**src/rtl/fp_align_pkg.sv**
```systemverilog
// fp_align_pkg: shared widths and lane count for the exponent-compare and align stages
package fp_align_pkg;
    localparam int EXP_W_DEF = 11;
    localparam int MAN_W_DEF = 16;
    localparam int GRD_W_DEF = 3;
    localparam int LANES     = 4;
endpackage

```
**src/rtl/align_lane_shift.sv**
```systemverilog
// align_lane_shift: one lane's right shift into the guard window, sticky only when ALIGN_STICKY_EN is defined
module align_lane_shift
    import fp_align_pkg::*;
#(
    parameter int EXP_W = EXP_W_DEF,
    parameter int MAN_W = MAN_W_DEF,
    parameter int GRD_W = GRD_W_DEF
)(
    input  logic [EXP_W-1:0]       shift,
    input  logic [MAN_W-1:0]       man,
    output logic [MAN_W+GRD_W-1:0] aligned,
    output logic                   sticky
);
    localparam int W = MAN_W + GRD_W;
    logic [W-1:0] ext;
    assign ext     = {man, {GRD_W{1'b0}}};
    // a shift of W or more drops everything, so aligned becomes 0 without a range check
    assign aligned = ext >> shift;
`ifdef ALIGN_STICKY_EN
    // the mask covers exactly the bits pushed out; for huge shifts it is all ones, giving |man
    assign sticky  = |(ext & ~({W{1'b1}} << shift));
`else
    assign sticky  = 1'b0;
`endif
endmodule

```
**src/rtl/align_shift_4in.sv**
```systemverilog
// align_shift_4in: 2-stage, 4-lane mantissa aligner with valid/ready; sticky gated by ALIGN_STICKY_EN
module align_shift_4in
    import fp_align_pkg::*;
#(
    parameter int EXP_W = EXP_W_DEF,
    parameter int MAN_W = MAN_W_DEF,
    parameter int GRD_W = GRD_W_DEF
)(
    input  logic                   clk,
    input  logic                   rst_n,
    input  logic                   in_valid,
    output logic                   in_ready,
    input  logic [EXP_W-1:0]       iexp_max,
    input  logic [EXP_W-1:0]       ishift_0,
    input  logic [EXP_W-1:0]       ishift_1,
    input  logic [EXP_W-1:0]       ishift_2,
    input  logic [EXP_W-1:0]       ishift_3,
    input  logic                   isign_0,
    input  logic                   isign_1,
    input  logic                   isign_2,
    input  logic                   isign_3,
    input  logic [MAN_W-1:0]       iman_0,
    input  logic [MAN_W-1:0]       iman_1,
    input  logic [MAN_W-1:0]       iman_2,
    input  logic [MAN_W-1:0]       iman_3,
    output logic                   out_valid,
    input  logic                   out_ready,
    output logic [EXP_W-1:0]       oexp_max,
    output logic [MAN_W+GRD_W-1:0] oman_0,
    output logic [MAN_W+GRD_W-1:0] oman_1,
    output logic [MAN_W+GRD_W-1:0] oman_2,
    output logic [MAN_W+GRD_W-1:0] oman_3,
    output logic                   osign_0,
    output logic                   osign_1,
    output logic                   osign_2,
    output logic                   osign_3,
    output logic                   osticky_0,
    output logic                   osticky_1,
    output logic                   osticky_2,
    output logic                   osticky_3
);
    localparam int OW = MAN_W + GRD_W;
    logic             s1_valid, s2_valid, s2_adv;
    logic [EXP_W-1:0] s1_exp, s2_exp;
    logic [EXP_W-1:0] in_shift [LANES];
    logic [MAN_W-1:0] in_man [LANES];
    logic [EXP_W-1:0] s1_shift [LANES];
    logic [MAN_W-1:0] s1_man [LANES];
    logic [OW-1:0]    sh_man [LANES];
    logic [OW-1:0]    s2_man [LANES];
    logic [LANES-1:0] in_sign, s1_sign, s2_sign, sh_sticky, s2_sticky;

    assign in_shift = '{ishift_0, ishift_1, ishift_2, ishift_3};
    assign in_man   = '{iman_0, iman_1, iman_2, iman_3};
    assign in_sign  = {isign_3, isign_2, isign_1, isign_0};
    assign s2_adv   = !s2_valid || out_ready;
    assign in_ready = !s1_valid || s2_adv;

    for (genvar k = 0; k < LANES; k++) begin : g_lane
        align_lane_shift #(.EXP_W(EXP_W), .MAN_W(MAN_W), .GRD_W(GRD_W)) u_shift (
            .shift  (s1_shift[k]),
            .man    (s1_man[k]),
            .aligned(sh_man[k]),
            .sticky (sh_sticky[k])
        );
    end

    // S1: capture the raw bundle whenever the stage can move
    always_ff @(posedge clk or negedge rst_n) begin
        if (!rst_n) begin
            s1_valid <= 1'b0;
            s1_exp   <= '0;
            s1_sign  <= '0;
            for (int i = 0; i < LANES; i++) begin
                s1_shift[i] <= '0;
                s1_man[i]   <= '0;
            end
        end else if (in_ready) begin
            s1_valid <= in_valid;
            if (in_valid) begin
                s1_exp  <= iexp_max;
                s1_sign <= in_sign;
                for (int i = 0; i < LANES; i++) begin
                    s1_shift[i] <= in_shift[i];
                    s1_man[i]   <= in_man[i];
                end
            end
        end
    end

    // S2: register the shifted lanes; holds while downstream stalls
    always_ff @(posedge clk or negedge rst_n) begin
        if (!rst_n) begin
            s2_valid  <= 1'b0;
            s2_exp    <= '0;
            s2_sign   <= '0;
            s2_sticky <= '0;
            for (int i = 0; i < LANES; i++) s2_man[i] <= '0;
        end else if (s2_adv) begin
            s2_valid <= s1_valid;
            if (s1_valid) begin
                s2_exp    <= s1_exp;
                s2_sign   <= s1_sign;
                s2_sticky <= sh_sticky;
                for (int i = 0; i < LANES; i++) s2_man[i] <= sh_man[i];
            end
        end
    end

    assign out_valid = s2_valid;
    assign oexp_max  = s2_exp;
    assign oman_0    = s2_man[0];
    assign oman_1    = s2_man[1];
    assign oman_2    = s2_man[2];
    assign oman_3    = s2_man[3];
    assign {osign_3, osign_2, osign_1, osign_0}         = s2_sign;
    assign {osticky_3, osticky_2, osticky_1, osticky_0} = s2_sticky;
endmodule

```
**config.mk**
```make
export PLATFORM = sky130hd
export DESIGN_NAME = align_shift_4in
export DESIGN_NICKNAME = d
export VERILOG_FILES = /design/src/rtl/fp_align_pkg.sv /design/src/rtl/align_lane_shift.sv /design/src/rtl/align_shift_4in.sv
export SDC_FILE = /design/constraint.sdc
export NUM_CORES = 1
export LEC_CHECK = 0
export ABC_CLOCK_PERIOD_IN_PS = 1900
export CORE_UTILIZATION = 47
export DETAILED_ROUTE_END_ITERATION = 10
export HOLD_SLACK_MARGIN = 0.12
export PLACE_DENSITY_LB_ADDON = 0.15
export SLEW_MARGIN = 20
export SYNTH_ARGS = -nofsm -noshare
export SYNTH_HDL_FRONTEND = slang
export SYNTH_SLANG_ARGS = --single-unit
```
**constraint.sdc**
```tcl
create_clock -name clk -period 1.9 [get_ports clk]
set_clock_uncertainty 0.15 [all_clocks]
set_input_delay 0.285 -clock clk [delete_from_list [all_inputs] [get_ports clk]]
set_output_delay 0.285 -clock clk [all_outputs]
set_load 0.005 [all_outputs]
```
Word level (Yosys, flattened, before mapping)
Index checks and enable logic that the tools add are counted.
{ "op_classes": {"n_shift": 4, "n_reduce_logical": 6} }
{ "ops": {"columns": ["operator", "n"], "rows": [
  ["$shr A19 B11 Y19", 4],
  ["$reduce_and A2 Y1", 2],
  ["$logic_not A1 Y1", 2],
  ["$logic_or A1 B1 Y1", 2]
]} }
{ "word_totals": {"output_inout_bits": 97, "reg_bits": 216, "input_bits": 127} }

Depth between registers and ports, before layout
{ "depth": {"word_depth": 4, "depth_mapped": 8} }

Hierarchy
A second synthesis with hierarchy kept.
{ "unflattened": {"cells_unflattened": 923, "hier_area_um2": 13136.3} }
{ "by_module_without_submodules": {"columns": ["module", "area_each_um2", "cells_per_inst", "n_inst"], "rows": [
  ["align_shift_4in", 8752.1, 467, 1],
  ["align_lane_shift", 1096.1, 114, 4]
]} }

Worst setup path before layout
No wires, ideal clock.
{ "synth_timing": {"path_type": "register to register", "startpoint": "register s1_shift[29] (netlist name)", "endpoint": "register s2_man (netlist bit oman_1[2])", "path_stages_with_launch": 7, "path_buffers": 1, "t_arrival_ps": 1832, "path_slack_ps": -174, "path_cell_list": "dfrtp_1 > or4_4 > or2_0 > buf_6 > a2111oi_4 > o21ai_1 > o31ai_2"} }
{ "synth_via": {"elab_chain_len": 1} }
{ "synth_rtl": {"columns": ["item", "line", "rtl"], "rows": [
  ["start, declared", "align_shift_4in.sv:47", "logic [EXP_W-1:0] s1_shift [LANES];"],
  ["start signal, assigned by index", "align_shift_4in.sv:84", "s1_shift[i] <= in_shift[i];"],
  ["$shr A19 B11 Y19", "align_lane_shift.sv:18", "assign aligned = ext >> shift;"],
  ["end, declared", "align_shift_4in.sv:50", "logic [OW-1:0] s2_man [LANES];"]
]} }
No other way between the ends.
A chain may end at the register's enable or synchronous reset.

Worst setup path after layout
{ "layout_timing": {"startpoint": "register s1_shift[30] (netlist name)", "endpoint": "register s2_man (netlist bit oman_1[2])"} }
Same word-level chain as after synthesis.

==> flow_summary.json <==
{
  "drive_gt1_share_pct": 35.5,
  "synth_compound_gate_area_share_pct": 10.1,
  "p_seq_share_pct": 37.6,
  "leakage_power_total_nw": 7.19,
  "min_period_over_period_pct": 111,
  "num_rows": 56,
  "synthDominantCellAreaShare_pct": 47.7,
  "tritoncts.num_buffers": 25,
  "netlist-cell-type-count": 60,
  "seq_area_frac_synth_pct": 47.7,
  "failed_checks": "negative setup slack",
  "finish.net_count": 1414,
  "grt_pass1_wl_um": 47500,
  "crit_slowest_cell": "sky130_fd_sc_hd__or4_4",
  "timing.critical_path.required_ps": 2180,
  "wire_per_inst_um": 18.9,
  "fin_hold_ws_ps": 132,
  "maxCapViolations": 0,
  "power.share.switching_pct": 28.6,
  "synth_simple_gate_area_share_pct": 9.44,
  "num-fill-cells": 1748,
  "crit_chain": "or4_4 -> or2_0 -> buf_4 -> o41a_1 -> o31ai_2",
  "tritoncts_clock_tree": "yes",
  "drt_drc_violations_left": 0,
  "largest_delay_contributor_family_on_the_critical_path": "simple AND/OR/NAND/NOR gates",
  "synth_xor_area_share_pct": 0,
  "combPwrFrac_pct": 29.5,
  "worst-path-buf-inv": 1,
  "worst_hold_path_type": "in -> async",
  "place_congestion": 0.931,
  "antennaDiodeCount": 0,
  "floorplan.die.width_um": 157,
  "worstSkewPairLatency_ps": 520,
  "placed_cell_area_um2": 14800,
  "grt.overflow.total": 0,
  "async_flop_share_pct": 100,
  "finish.cell_count_without_fillers": 1625,
  "synthFlopType": "sky130_fd_sc_hd__dfrtp_1",
  "drt_first_iter_violations": 397,
  "clock_power_share_pct": 33.0,
  "num_io_pins": 224,
  "drt_pre_antenna_iters": 5,
  "viasPerCell": 5.53,
  "yosys_warnings": 0,
  "die_area_um2": 24700,
  "timing_worst_setup_path_type": "reg -> reg",
  "maximum_net_fanout_on_the_critical_path": 7,
  "worst_case_vdd_ir_drop_mv": 0.701,
  "synth_common_cells": "sky130_fd_sc_hd__dfrtp_1 (216), sky130_fd_sc_hd__mux2_2 (160), sky130_fd_sc_hd__mux2i_1 (104), sky130_fd_sc_hd__nand2_1 (76), sky130_fd_sc_hd__o21ai_0 (46)",
  "report.final.slew_viol_count": 0,
  "detailedPlace.worstSlack_ps": -349,
  "netlist_instances": 956,
  "status": "finished, violations left",
  "synthesis.area_um2": 11300,
  "grt_pass1_vias": 8974,
  "design.core.area_um2": 23500,
  "postLayoutCoreUtil_pct": 69.4,
  "cp-start-kind": "flip-flop",
  "cp.arrival_ps": 2380,
  "die_h_um": 157,
  "root_buffer": "sky130_fd_sc_hd__clkbuf_16",
  "initial_antenna_violation_count": 0,
  "grt_start_max_net_pins": 50,
  "hpwlAfterDp_um": 22500,
  "min_period_ps": 2100,
  "most_instantiated_library_cell_after_synthesis": "sky130_fd_sc_hd__dfrtp_1",
  "cell_taking_the_most_area_after_synthesis": "sky130_fd_sc_hd__dfrtp_1",
  "fin_tns_setup_ps": -1400,
  "worst_path_largest_cell_delay_ps": 530,
  "via_count": 8980,
  "htreeDepth": 1,
  "clock-sinks": 216,
  "gr-usage-all-layers_pct": 24.4,
  "synth.avg_cell_area_um2": 11.8,
  "synth_top_family_by_area": "multiplexers",
  "cellPowerDensity_nw_per_um2": 925,
  "synth_register_bits": 216,
  "report.power.total_mw": 15.1,
  "clk_pin_slew_worst_paths_ps": 60,
  "synth_area_leaders": "sky130_fd_sc_hd__dfrtp_1 (48%), sky130_fd_sc_hd__mux2_2 (16%), sky130_fd_sc_hd__mux2i_1 (9.2%)",
  "area_added_between_synthesis_and_finish_pct": 44.2,
  "finish.instance_area_um2": 16300,
  "synth_fa_ha_area_share_pct": 0,
  "synth.area.mux_share_pct": 29.5,
  "endpoint_kind": "flip-flop",
  "finalWirelength_um": 30700,
  "post_drt_antenna_nets": 0,
  "count_of_flip_flops_with_a_built_in_enable_after_synthesis": 0,
  "p_sw_mw": 4.32,
  "rsz0062_at_grt": "true",
  "finalHoldViolations": 0,
  "setup_ws_ps": -202,
  "timing.final.setup_violations": 17,
  "cellInternalPower_mw": 10.8,
  "max_freq_mhz": 476,
  "port_buffer_cells": 219,
  "start_util_pct": 48.1,
  "cts_max_path_buffers": 3,
  "placed_cells_incl_taps": 1554
}
repair_timing:
item / CTS / global route
hold endpoints to repair: 216 / 0
setup endpoints to repair: 26 / 60
gates resized for setup: 31 / 106
buffers inserted: 6 / 17
cloned: 0 / 2
pin swaps: 7 / 21
hold buffers: 1 / 0
metal layers:
| layer | wire length, um | track usage (%) |
|---|---|---|
| met5 | 0 | 0 |
| met3 | 1720 | 5.26 |
| met2 | 15200 | 41.1 |
| met1 | 12800 | 30.9 |
| met4 | 937 | 8.37 |
worst paths after layout:
path	start	to	slack, ps	depth (start not counted)
hold / removal	rst_n	s1_man[54]	130	2
setup reg to reg	s1_shift[30]	oman_1[2]	-200	5
min in group clk	ishift_0[9]	s1_shift[42]	220	2
setup / recovery	s1_shift[30]	oman_1[2]	-200	5
max in group asynchronous	rst_n	s1_shift[35]	850	3
hold reg to reg	oman_2[15]	oman_2[15]	330	2
area by class of cell:
| cell class | instances | area [um^2] | area share (%) |
|---|---|---|---|
| multi-input cells | 662 | 5960 | 36.5 |
| flip-flops and latches | 216 | 5420 | 33.2 |
| repair buffers | 376 | 3660 | 22.4 |
| clock buffers | 36 | 737 | 4.51 |
| well taps | 319 | 399 | 2.44 |
| clock inverters | 10 | 129 | 0.789 |
| inverters | 6 | 22.5 | 0.138 |
power by group through the flow:
stage	Sequential [mW]	Clock, mW	Combinational, mW
6_report	5.67	4.98	4.45
5_1_grt	5.75	5.29	4.77
4_1_cts	5.63	5.10	4.11
3_5_place_dp	5.70	0	4.01
3_3_place_gp	5.69	0	3.98
2_1_floorplan	5.50	0	2.42
cell usage in the layout, fill, tap and decap left out, types with 7 or more instances in the layout:
master and count:
sky130_fd_sc_hd__nand2_1 70, sky130_fd_sc_hd__nand2b_1 12, sky130_fd_sc_hd__dlymetal6s2s_1 13, sky130_fd_sc_hd__buf_4 128, sky130_fd_sc_hd__clkbuf_8 8, sky130_fd_sc_hd__mux2i_1 88, sky130_fd_sc_hd__clkbuf_16 27, sky130_fd_sc_hd__dfrtp_1 207
sky130_fd_sc_hd__o21ai_0 28, sky130_fd_sc_hd__o21ai_1 12, sky130_fd_sc_hd__a32o_1 9, sky130_fd_sc_hd__o21ai_2 7, sky130_fd_sc_hd__nor2b_1 10, sky130_fd_sc_hd__clkdlybuf4s50_1 199, sky130_fd_sc_hd__dfrtp_2 9, sky130_fd_sc_hd__buf_6 9
sky130_fd_sc_hd__a22oi_1 10, sky130_fd_sc_hd__nand3_1 14, sky130_fd_sc_hd__mux2i_2 11, sky130_fd_sc_hd__nand3b_1 9, sky130_fd_sc_hd__o221ai_1 7, sky130_fd_sc_hd__nor2_1 38, sky130_fd_sc_hd__nand4_1 8, sky130_fd_sc_hd__mux4_2 22
sky130_fd_sc_hd__a21oi_1 11, sky130_fd_sc_hd__mux2_2 155, sky130_fd_sc_hd__a22o_1 16, sky130_fd_sc_hd__buf_12 15, sky130_fd_sc_hd__a221o_1 7
cells by family after synthesis:
family                 Yosys count
DFF                            216
buffers and inverters           81
other                            1
AOI/OAI and AO/OA              155
and+or+nand+nor                217
muxes                          286
registers in the layout (all words and copies together) (netlist names):
register,flops
oexp_max,11
oman_2,19
s1_exp,11
oman_3,19
s1_shift,44
oman_0,19
s1_valid,1
out_valid,1
s2_sign,4
s1_sign,4
s1_man,64
oman_1,19
worst register-to-register path: cells and delay by family (launching register included):
family | cells | cell delay (ps)
compound gates | 2 | 550
buf+inv | 1 | 170
simple gates | 2 | 760
flops | 1 | 380
Power figures use the tool's default switching activity.
